$ cat src/rtl/grf_wb_arbiter_pkg.sv
// grf_arb_pkg: shared constants and the write-back request type used by the
// GRF write-back arbiter, its result FIFO and its bus interface.
//   REG_ADDR_W / REG_DATA_W : register file address / data widths
//   REG_ZERO                : hard-wired zero register (writes are dropped)
//   wb_req_t                : one pending register write {a3, wd}
package grf_arb_pkg;

    localparam int REG_ADDR_W = 5;
    localparam int REG_DATA_W = 32;
    localparam logic [REG_ADDR_W-1:0] REG_ZERO = 5'd0;

    typedef struct packed {
        logic [REG_ADDR_W-1:0] a3;
        logic [REG_DATA_W-1:0] wd;
    } wb_req_t;

endpackage

$ cat src/rtl/grf_wb_arbiter_if.sv
// grf_wb_arbiter_if: bundles every handshake and bus signal of the GRF
// write-back arbiter.
//   pipe_valid/pipe_ready/pipe_a3/pipe_wd : pipeline write-back request
//   mdu_valid/mdu_ready/mdu_a3/mdu_wd     : multiply/divide result request
//   grf_we/grf_a3/grf_wd                  : register file write port
//   q_a1/q_a2 -> q_hit1/q_hit2            : pending-write hazard queries
// Handshake rule for both producers: a transfer happens on a rising clock
// edge where valid && ready are both high; a producer holding valid keeps
// a3/wd stable until that edge, and ready never depends on valid.
// Modports: master = producers/consumers around the arbiter, slave = arbiter.
interface grf_wb_arbiter_if;
    import grf_arb_pkg::*;

    logic                  pipe_valid;
    logic                  pipe_ready;
    logic [REG_ADDR_W-1:0] pipe_a3;
    logic [REG_DATA_W-1:0] pipe_wd;

    logic                  mdu_valid;
    logic                  mdu_ready;
    logic [REG_ADDR_W-1:0] mdu_a3;
    logic [REG_DATA_W-1:0] mdu_wd;

    logic                  grf_we;
    logic [REG_ADDR_W-1:0] grf_a3;
    logic [REG_DATA_W-1:0] grf_wd;

    logic [REG_ADDR_W-1:0] q_a1;
    logic [REG_ADDR_W-1:0] q_a2;
    logic                  q_hit1;
    logic                  q_hit2;

    modport master (
        output pipe_valid, pipe_a3, pipe_wd,
        output mdu_valid, mdu_a3, mdu_wd,
        output q_a1, q_a2,
        input  pipe_ready, mdu_ready,
        input  grf_we, grf_a3, grf_wd,
        input  q_hit1, q_hit2
    );

    modport slave (
        input  pipe_valid, pipe_a3, pipe_wd,
        input  mdu_valid, mdu_a3, mdu_wd,
        input  q_a1, q_a2,
        output pipe_ready, mdu_ready,
        output grf_we, grf_a3, grf_wd,
        output q_hit1, q_hit2
    );

endinterface

$ cat src/rtl/grf_wb_arbiter_fifo.sv
// grf_wb_fifo: synchronous FIFO of wb_req_t buffering mdu results, with two
// combinational address-match ports over its valid entries.
//   clk, reset (sync, active-low)
//   push, push_data   : enqueue (ignored when full)
//   pop, head         : dequeue / current head entry (pop ignored when empty)
//   full, empty       : status from the current (pre-update) state
//   m_a1/m_a2 -> m_hit1/m_hit2 : some valid entry targets that register
module grf_wb_fifo
    import grf_arb_pkg::*;
#(
    parameter int DEPTH = 2
) (
    input  logic                  clk,
    input  logic                  reset,
    input  logic                  push,
    input  wb_req_t               push_data,
    input  logic                  pop,
    output wb_req_t               head,
    output logic                  full,
    output logic                  empty,
    input  logic [REG_ADDR_W-1:0] m_a1,
    input  logic [REG_ADDR_W-1:0] m_a2,
    output logic                  m_hit1,
    output logic                  m_hit2
);

    localparam int PTR_W = $clog2(DEPTH);
    localparam int CNT_W = PTR_W + 1;

    wb_req_t            mem [DEPTH];
    logic [PTR_W-1:0]   wr_ptr;
    logic [PTR_W-1:0]   rd_ptr;
    logic [CNT_W-1:0]   count;
    logic               do_push;
    logic               do_pop;

    assign full    = (count == CNT_W'(DEPTH));
    assign empty   = (count == '0);
    assign do_push = push && !full;
    assign do_pop  = pop && !empty;
    assign head    = mem[rd_ptr];

    always_ff @(posedge clk) begin
        if (do_push) begin
            mem[wr_ptr] <= push_data;
        end
    end

    always_ff @(posedge clk) begin
        if (!reset) begin
            wr_ptr <= '0;
            rd_ptr <= '0;
            count  <= '0;
        end else begin
            if (do_push) begin
                wr_ptr <= wr_ptr + PTR_W'(1);
            end
            if (do_pop) begin
                rd_ptr <= rd_ptr + PTR_W'(1);
            end
            case ({do_push, do_pop})
                2'b10:   count <= count + CNT_W'(1);
                2'b01:   count <= count - CNT_W'(1);
                default: count <= count;
            endcase
        end
    end

    // A slot is live when its distance from the read pointer (mod DEPTH)
    // is below the occupancy.
    always_comb begin
        m_hit1 = 1'b0;
        m_hit2 = 1'b0;
        for (int i = 0; i < DEPTH; i++) begin
            if ({1'b0, PTR_W'(i) - rd_ptr} < count) begin
                if (mem[i].a3 == m_a1) m_hit1 = 1'b1;
                if (mem[i].a3 == m_a2) m_hit2 = 1'b1;
            end
        end
    end

endmodule

$ cat src/rtl/grf_wb_arbiter.sv
// grf_wb_arbiter: arbitrates the GRF single write port between the pipeline
// write-back stage (fixed priority) and buffered mdu results, with a
// starvation counter that forces the FIFO head after STARVE_LIMIT losses.
//   clk, reset (sync, active-low)
//   bus   : grf_wb_arbiter_if.slave (pipe/mdu handshakes, GRF port, queries)
// Optional build macro GRF_ARB_STATS_EN adds 32-bit wrapping counters:
//   stat_pipe_wr (pipe grants), stat_mdu_wr (FIFO grants),
//   stat_forced (forced cycles).
module grf_wb_arbiter
    import grf_arb_pkg::*;
#(
    parameter int FIFO_DEPTH   = 2,
    parameter int STARVE_LIMIT = 4
) (
    input  logic        clk,
    input  logic        reset,
    grf_wb_arbiter_if.slave bus
`ifdef GRF_ARB_STATS_EN
    ,
    output logic [31:0] stat_pipe_wr,
    output logic [31:0] stat_mdu_wr,
    output logic [31:0] stat_forced
`endif
);

    localparam int SC_W = $clog2(STARVE_LIMIT + 1);

    wb_req_t         head;
    wb_req_t         push_data;
    logic            fifo_full;
    logic            fifo_empty;
    logic            push;
    logic            pop;
    logic            forced;
    logic            pipe_grant;
    logic            fifo_hit1;
    logic            fifo_hit2;
    logic [SC_W-1:0] starve_cnt;

    assign forced         = !fifo_empty && (starve_cnt == SC_W'(STARVE_LIMIT));
    assign bus.pipe_ready = !forced;
    // A pipe write to register 0 completes its handshake but leaves the
    // port free for the FIFO head.
    assign pipe_grant     = bus.pipe_valid && !forced && (bus.pipe_a3 != REG_ZERO);
    assign pop            = !fifo_empty && (forced || !pipe_grant);

    assign bus.mdu_ready  = !fifo_full;
    assign push           = bus.mdu_valid && !fifo_full && (bus.mdu_a3 != REG_ZERO);
    assign push_data      = '{a3: bus.mdu_a3, wd: bus.mdu_wd};

    grf_wb_fifo #(
        .DEPTH (FIFO_DEPTH)
    ) u_fifo (
        .clk       (clk),
        .reset     (reset),
        .push      (push),
        .push_data (push_data),
        .pop       (pop),
        .head      (head),
        .full      (fifo_full),
        .empty     (fifo_empty),
        .m_a1      (bus.q_a1),
        .m_a2      (bus.q_a2),
        .m_hit1    (fifo_hit1),
        .m_hit2    (fifo_hit2)
    );

    always_ff @(posedge clk) begin
        if (!reset) begin
            starve_cnt <= '0;
            bus.grf_we <= 1'b0;
            bus.grf_a3 <= '0;
            bus.grf_wd <= '0;
        end else begin
            // Non-empty and not popped means the head lost this cycle.
            if (pop || fifo_empty) begin
                starve_cnt <= '0;
            end else if (starve_cnt != SC_W'(STARVE_LIMIT)) begin
                starve_cnt <= starve_cnt + SC_W'(1);
            end

            if (pop) begin
                bus.grf_we <= 1'b1;
                bus.grf_a3 <= head.a3;
                bus.grf_wd <= head.wd;
            end else if (pipe_grant) begin
                bus.grf_we <= 1'b1;
                bus.grf_a3 <= bus.pipe_a3;
                bus.grf_wd <= bus.pipe_wd;
            end else begin
                bus.grf_we <= 1'b0;
            end
        end
    end

    // The output stage counts as pending until the GRF commits it.
    assign bus.q_hit1 = (bus.q_a1 != REG_ZERO) &&
                        (fifo_hit1 || (bus.grf_we && (bus.grf_a3 == bus.q_a1)));
    assign bus.q_hit2 = (bus.q_a2 != REG_ZERO) &&
                        (fifo_hit2 || (bus.grf_we && (bus.grf_a3 == bus.q_a2)));

`ifdef GRF_ARB_STATS_EN
    always_ff @(posedge clk) begin
        if (!reset) begin
            stat_pipe_wr <= '0;
            stat_mdu_wr  <= '0;
            stat_forced  <= '0;
        end else begin
            if (pipe_grant) stat_pipe_wr <= stat_pipe_wr + 32'd1;
            if (pop)        stat_mdu_wr  <= stat_mdu_wr + 32'd1;
            if (forced)     stat_forced  <= stat_forced + 32'd1;
        end
    end
`endif

endmodule

$ cat src/flat_wrapper.sv
// flat-port wrapper written by rule: the top's interface ports become plain ports
module grf_wb_arbiter_flat import grf_arb_pkg::*;
#(
    parameter int FIFO_DEPTH   = 2,
    parameter int STARVE_LIMIT = 4
)
  (clk, reset, bus_pipe_valid, bus_pipe_a3, bus_pipe_wd, bus_mdu_valid, bus_mdu_a3, bus_mdu_wd, bus_q_a1, bus_q_a2, bus_pipe_ready, bus_mdu_ready, bus_grf_we, bus_grf_a3, bus_grf_wd, bus_q_hit1, bus_q_hit2);
  grf_wb_arbiter_if bus_i ();
  input  logic clk;
  input  logic reset;
  input wire logic [$bits(bus_i.pipe_valid)-1:0] bus_pipe_valid;
  input wire logic [$bits(bus_i.pipe_a3)-1:0] bus_pipe_a3;
  input wire logic [$bits(bus_i.pipe_wd)-1:0] bus_pipe_wd;
  input wire logic [$bits(bus_i.mdu_valid)-1:0] bus_mdu_valid;
  input wire logic [$bits(bus_i.mdu_a3)-1:0] bus_mdu_a3;
  input wire logic [$bits(bus_i.mdu_wd)-1:0] bus_mdu_wd;
  input wire logic [$bits(bus_i.q_a1)-1:0] bus_q_a1;
  input wire logic [$bits(bus_i.q_a2)-1:0] bus_q_a2;
  output wire logic [$bits(bus_i.pipe_ready)-1:0] bus_pipe_ready;
  output wire logic [$bits(bus_i.mdu_ready)-1:0] bus_mdu_ready;
  output wire logic [$bits(bus_i.grf_we)-1:0] bus_grf_we;
  output wire logic [$bits(bus_i.grf_a3)-1:0] bus_grf_a3;
  output wire logic [$bits(bus_i.grf_wd)-1:0] bus_grf_wd;
  output wire logic [$bits(bus_i.q_hit1)-1:0] bus_q_hit1;
  output wire logic [$bits(bus_i.q_hit2)-1:0] bus_q_hit2;
  assign bus_i.pipe_valid = bus_pipe_valid;
  assign bus_i.pipe_a3 = bus_pipe_a3;
  assign bus_i.pipe_wd = bus_pipe_wd;
  assign bus_i.mdu_valid = bus_mdu_valid;
  assign bus_i.mdu_a3 = bus_mdu_a3;
  assign bus_i.mdu_wd = bus_mdu_wd;
  assign bus_i.q_a1 = bus_q_a1;
  assign bus_i.q_a2 = bus_q_a2;
  assign bus_pipe_ready = bus_i.pipe_ready;
  assign bus_mdu_ready = bus_i.mdu_ready;
  assign bus_grf_we = bus_i.grf_we;
  assign bus_grf_a3 = bus_i.grf_a3;
  assign bus_grf_wd = bus_i.grf_wd;
  assign bus_q_hit1 = bus_i.q_hit1;
  assign bus_q_hit2 = bus_i.q_hit2;
  grf_wb_arbiter #(.FIFO_DEPTH(FIFO_DEPTH), .STARVE_LIMIT(STARVE_LIMIT)) u_core (.clk(clk), .reset(reset), .bus(bus_i));
endmodule
$ cat config.mk
export PLATFORM = sky130hd
export DESIGN_NAME = grf_wb_arbiter_flat
export DESIGN_NICKNAME = d
export VERILOG_FILES = /design/src/rtl/grf_wb_arbiter_pkg.sv /design/src/rtl/grf_wb_arbiter_if.sv /design/src/rtl/grf_wb_arbiter_fifo.sv /design/src/rtl/grf_wb_arbiter.sv /design/src/flat_wrapper.sv
export SDC_FILE = /design/constraint.sdc
export NUM_CORES = 1
export LEC_CHECK = 0
export ABC_AREA = 0
export BUFFER_PORTS_ARGS = -buffer_cell sky130_fd_sc_hd__buf_4
export CAP_MARGIN = 40
export CORE_MARGIN = 4
export CORE_UTILIZATION = 45
export CTS_CLUSTER_SIZE = 28
export DETAILED_ROUTE_END_ITERATION = 7
export PLACE_DENSITY = 0.79
export REMOVE_ABC_BUFFERS = 1
export SETUP_SLACK_MARGIN = 0.02
export SYNTH_ARGS = -nofsm -noshare
export SYNTH_HDL_FRONTEND = slang
export SYNTH_HIERARCHICAL = 1
export SYNTH_SLANG_ARGS = --single-unit
export TNS_END_PERCENT = 5
$ cat constraint.sdc
create_clock -name clk -period 2.3 [get_ports clk]
set_clock_uncertainty 0.05 [all_clocks]
set_input_delay 0.46 -clock clk [delete_from_list [all_inputs] [get_ports clk]]
set_output_delay 0.46 -clock clk [all_outputs]
set_load 0.02 [all_outputs]
# After elaboration in Yosys (flattened, before gate mapping)
# Memories as Yosys holds them, arrays and structs flattened. A register that Yosys moved wholly into a read port is not among the register bits.
# Cells that the tools add are included.
# classes
n_addsub	7
n_lt_le_gt_ge	2
n_eq_ne	11
n_mux	19
bitwise_logic	1
reduce_logical	28
# ops
op	count
$mux 32	2
$eq 5x5->1	6
$reduce_bool 5->1	4
$mux 1	14
$logic_and 1x1->1	12
$mux 5	2
$eq 2x2->1 const B	2
$logic_not 1->1	4
$logic_or 1x1->1	4
$lt 1x2->1	2
$pmux 2 s2	1
$reduce_bool 2->1	2
$add 3x1->3 const B	1
$eq 3x3->1 const B	1
$ne 3x3->1 const B	1
$add 1x1->1 const B	2
$add 2x1->2 const B	1
$eq 2x1->1 const B	1
$logic_not 2->1	1
$reduce_or 2->1	1
$sub 1x1->1 const A	2
$sub 2x1->2 const B	1
$not 1->1	1
# totals
register_bits	45
mem_bits_rw	74
input_bits	88
out_inout_bits	42
wordCells	76
n_memories	1
# mem_list
name	words	width	read_ports	rd_clocked_by_memory_dff	write_ports	line	source
u_core.u_fifo.mem	2	37	3	1	1	grf_wb_arbiter_fifo.sv:30	wb_req_t mem [DEPTH];

# Depth between registers and ports, before layout
# logic_depth
ltp_word	12
ltp_mapped	11
depth_no_buf	10

# By module
# The synthesis kept the hierarchy.
# by_module_without_submodules
module	instances	cells_per_inst	area_per_inst_um2	seq_area_each_um2
grf_wb_fifo	1	175	3163.0	2322.2
grf_wb_arbiter	1	255	2290.9	820.8

# Least setup slack after synthesis
# OpenSTA, ideal clock, no wires.
# synth_path
path_kind	register to register
startpoint	reg u_core.u_fifo.count[0]
endpoint	mem u_core/u_fifo/mem[0][0] (netlist name), enable pin
setup_ps	392
arrival_ps	2105
t_required_ps	1858
slack_ps	-247
path_stages_with_launch	9
n_path_buf	1
period_less_slack_ps	2547
path_cell_list	dfxtp_1 > buf_6 > nand2b_4 > inv_2 > inv_1 > o311a_1 > inv_1 > or3_4 > inv_1
# synth_via
elab_chain_cells	7
# synth_lines
element	line	source
start: declaration	grf_wb_arbiter_fifo.sv:33	logic [CNT_W-1:0] count;
start signal: assignment	grf_wb_arbiter_fifo.sv:62	2'b10: count <= count + CNT_W'(1);
start signal: assignment	grf_wb_arbiter_fifo.sv:63	2'b01: count <= count - CNT_W'(1);
start signal: assignment	grf_wb_arbiter_fifo.sv:64	default: count <= count;
$eq 2x2->1	grf_wb_arbiter_fifo.sv:37	assign full = (count == CNT_W'(DEPTH));
net u_core.fifo_full	grf_wb_arbiter.sv:30	logic fifo_full;
$logic_not 1->1	n/a	
net bus_mdu_ready	flat_wrapper.sv:20	output wire logic [$bits(bus_i.mdu_ready)-1:0] bus_mdu_ready;
$logic_and 1x1->1 (2 in series)	grf_wb_arbiter.sv:48	assign push = bus.mdu_valid && !fifo_full && (bus.mdu_a3 != REG_ZERO);
net u_core.push	grf_wb_arbiter.sv:32	logic push;
$logic_and 1x1->1	grf_wb_arbiter_fifo.sv:39	assign do_push = push && !full;
$mux 1	grf_wb_arbiter_fifo.sv:44	if (do_push) begin
$mux 1 (not written as such)	grf_wb_arbiter_fifo.sv:45	mem[wr_ptr] <= push_data;
end: declaration	grf_wb_arbiter_fifo.sv:30	
# The timed path passes the listed nets, and every way through them passes these cells.

==> impl_metrics.py <==
metrics = {
    "status": {
        "outcome": "finished with violations",
        "violations": "setup timing",
    },
    "detailed_routing": {
        "wire_per_inst_microns": 17.3,
        "via_count": 3798,
        "drt-total-wl_microns": 12600,
        "vias_per_cell": 5.23,
        "first_pass_iters": 4,
        "drt_iter0_drc": 169,
        "ant_nets": 0,
        "drcViolationCount": 0,
    },
    "sta": {
        "period_share_pct": 110,
        "slew_headroom_pct": 53.6,
        "setup_ws_ns": -0.219,
        "layout_min_cycle_time_ns": 2.52,
        "fmax_mhz": 397,
        "rsz0062_at_grt": "true",
        "hold_violations": 0,
        "holdWs_ns": 0.180,
        "setup_viol_count_final": 2,
        "drv_slew": 0,
        "finalSetupTns_ns": -0.374,
        "tightest_slew_ns": 0.696,
    },
    "die": {
        "start_util_pct": 46.8,
        "die_w_microns": 118,
        "ios": 130,
        "dieArea_sq_mm": 0.0139,
        "rows": 39,
        "die_y_microns": 118,
        "core_region_area_sq_mm": 0.0117,
    },
    "critical_path": {
        "startpoint_type": "flip-flop",
        "worstPathMaxFanout": 3,
        "cp.required_ns": 1.79,
        "endpoint_kind": "primary output",
        "worst_ep_arrival_time_ns": 2.01,
        "worst-setup-path-type": "reg -> out",
    },
    "global_route": {
        "grt_pass1_wl_microns": 19900,
        "grt.total_usage_pct": 18.1,
        "grt_max_degree": 45,
        "overflow": 0,
        "antenna_found_initial": 0,
        "grt_pass1_vias": 4074,
    },
    "logic_synthesis": {
        "synth_top_area_share_pct": 40.7,
        "avgSynthCellArea_sq_um": 12.7,
        "synth_fa_ha_area_share_pct": 0.688,
        "netlist_area_sq_mm": 0.00545,
        "synth.distinct_cells": 37,
        "synth_top_family_by_area": "multiplexers",
        "yosysWarnings": 6,
        "ys_seq_area_share_pct": 57.6,
        "synth-simple-area-share_pct": 9.06,
        "synthMuxAreaShare_pct": 21.7,
        "synth.area.top_cells": "edfxtp_1 (41%), dfxtp_1 (17%), mux2_2 (15%), mux2i_1 (6.2%), nand2_1 (5.4%)",
        "synth_top_area_cell": "edfxtp_1",
        "synth_cells": 430,
        "synth_compound_area_share_pct": 2.82,
        "synth_xor_area_share_pct": 5.14,
        "yosys_register_bits": 120,
    },
    "clocking": {
        "cts_made_buffers": 17,
        "cts_root_buf": "clkbuf_16",
        "cts_max_level": 4,
        "cts.sinks": 120,
        "clockBufferDepth": 2,
        "path_clk_slew_ns": 0.06,
        "clk_latency_ns": 0.41,
        "hold_buffers": 0,
        "cts_tree": "yes",
    },
    "flow_run": {
        "maxCapViolCount": 0,
    },
    "pwr": {
        "p_leak_nw": 3.02,
        "power_per_cell_area_mw_per_mm2": 1120,
        "power_mw": 8.23,
        "ir_worst_vdd_uv": 869,
    },
    "layout": {
        "stdcell_count": 726,
        "layout_commonest_cell": "buf_4",
        "syn_to_final_growth_pct": 34.9,
        "n_antenna_cell": 0,
        "fillCellCount": 904,
        "drive_gt1_share_pct": 45.6,
        "mostFrequentLayoutCells": "buf_4 (138), nand2_1 (78), mux2_2 (75)",
        "nNetsFinal": 661,
    },
    "place": {
        "place_ws_ns": 0.0166,
        "dpl.hpwl_microns": 8450,
        "dpl.cell_count": 690,
        "io_buffers": 129,
        "gp_congestion": 0.876,
    },
    "worst_hold_path": {
        "hold_path_class": "in -> reg",
    },
}
==> Yosys cell counts <==
| master | n |
|---|---|
| a211oi_2 | 1 |
| nor2_1 | 6 |
| a21oi_1 | 5 |
| o22ai_1 | 4 |
| a21o_1 | 1 |
| buf_6 | 1 |
| xor2_1 | 1 |
| and4_1 | 3 |
| mux2_2 | 75 |
| o21ai_0 | 3 |
| o311a_1 | 1 |
| ha_1 | 3 |
| or4_1 | 2 |
| dfxtp_1 | 46 |
| xnor2_1 | 31 |
| inv_2 | 1 |
| inv_1 | 10 |
| or3_1 | 2 |
| a21oi_2 | 1 |
| nor4_1 | 1 |
| and3b_1 | 1 |
| nor3_1 | 2 |
| buf_4 | 6 |
| or3_4 | 1 |
| mux2i_1 | 34 |
| nand2b_1 | 4 |
| buf_2 | 5 |
| o21a_1 | 2 |
| a31oi_1 | 4 |
| clkbuf_1 | 10 |
| nand2_1 | 78 |
| and3_1 | 1 |
| nand2b_4 | 1 |
| o21ai_1 | 2 |
| nor2b_1 | 2 |
| edfxtp_1 | 74 |
| nand4_1 | 5 |
==> path summary, 6_finish.rpt <==
path                                              end  slack (ns)  cells after the start                               start
setup / recovery                           bus_q_hit2       -0.22                      7  u_core/u_fifo/mem[0][32]$_DFFE_PP_
hold / removal     u_core/u_fifo/mem[0][21]$_DFFE_PP_        0.18                      1                      bus_mdu_wd[21]
setup reg to reg  u_core/u_fifo/count[1]$_SDFFE_PN0P_        0.09                      9   u_core/starve_cnt[0]$_SDFFE_PP0P_
hold reg to reg     u_core/u_fifo/wr_ptr$_SDFFE_PN0P_        0.48                      2   u_core/u_fifo/wr_ptr$_SDFFE_PN0P_
==> power by group <==
group | total (mW) | switching [mW] | internal [mW]
Combinational | 2.41 | 1.15 | 1.26
Sequential | 2.98 | 0.246 | 2.73
Clock | 2.84 | 0.896 | 1.95
==> layer usage <==
layer	global-route usage (%)	up-vias	part of all wire (%)
met5	0	-	0
li1	-	1813	-
met1	21.1	1846	42
met3	6.54	13	5.9
met2	30.9	126	51
met4	5.57	0	0.91
==> metrics by stage <==
| stage | cell area, sq um | utilization [%] |
|---|---|---|
| after global routing | 7360 | 63.1 |
| after CTS | 7300 | 62.6 |
| after floorplan | 5340 | - |
| after global placement | 6630 | 56.8 |
| final | 7360 | 63.1 |
| after detailed placement | 6630 | 56.8 |
==> worst max-delay path, cell delays in order (launching register included) <==
cell and delay, ns:
edfxtp_1 0.47, xnor2_1 0.23, nand4_1 0.14, o22ai_2 0.23, buf_6 0.14, a31oi_4 0.03
nor3_2 0.20, buf_4 0.16
==> kinds of logic (layout without fill, tap and decap cells) <==
logic type,Yosys count,after routing
simple gates,109,109
mux,109,109
xor+xnor,32,32
compound gates,24,24
flops,120,120
fa+ha+maj,3,3
buf+inv,33,186
==> cell type report <==
type                            count  area (sq um)  share of cell area (%)
Clock inverter                      8           140                    1.90
Tap cell                          143           179                    2.43
Sequential cell                   120          3150                    42.8
Timing Repair Buffer              143          1130                    15.3
Inverter                           11          41.3                   0.561
Clock buffer                       24           502                    6.82
Multi-Input combinational cell    277          2220                    30.2
==> repair_timing <==
action | CTS | global route
endpoints found under the setup margin | 2 | 3
gates cloned | 0 | 0
setup buffers | 2 | 2
endpoints found under the hold margin | 0 | 0
pin swaps | 6 | 7
resized for setup | 6 | 6
==> registers in the layout, summed over array words and instances (netlist names), named ones only <==
register / count
u_core/u_fifo/mem: 74
u_core/u_fifo/rd_ptr: 1
u_core/bus.grf_wd: 32
u_core/bus.grf_a3: 5
u_core/starve_cnt: 3
u_core/u_fifo/count: 2
u_core/bus.grf_we: 1
u_core/u_fifo/wr_ptr: 1
Power figures use the tool's default switching activity.
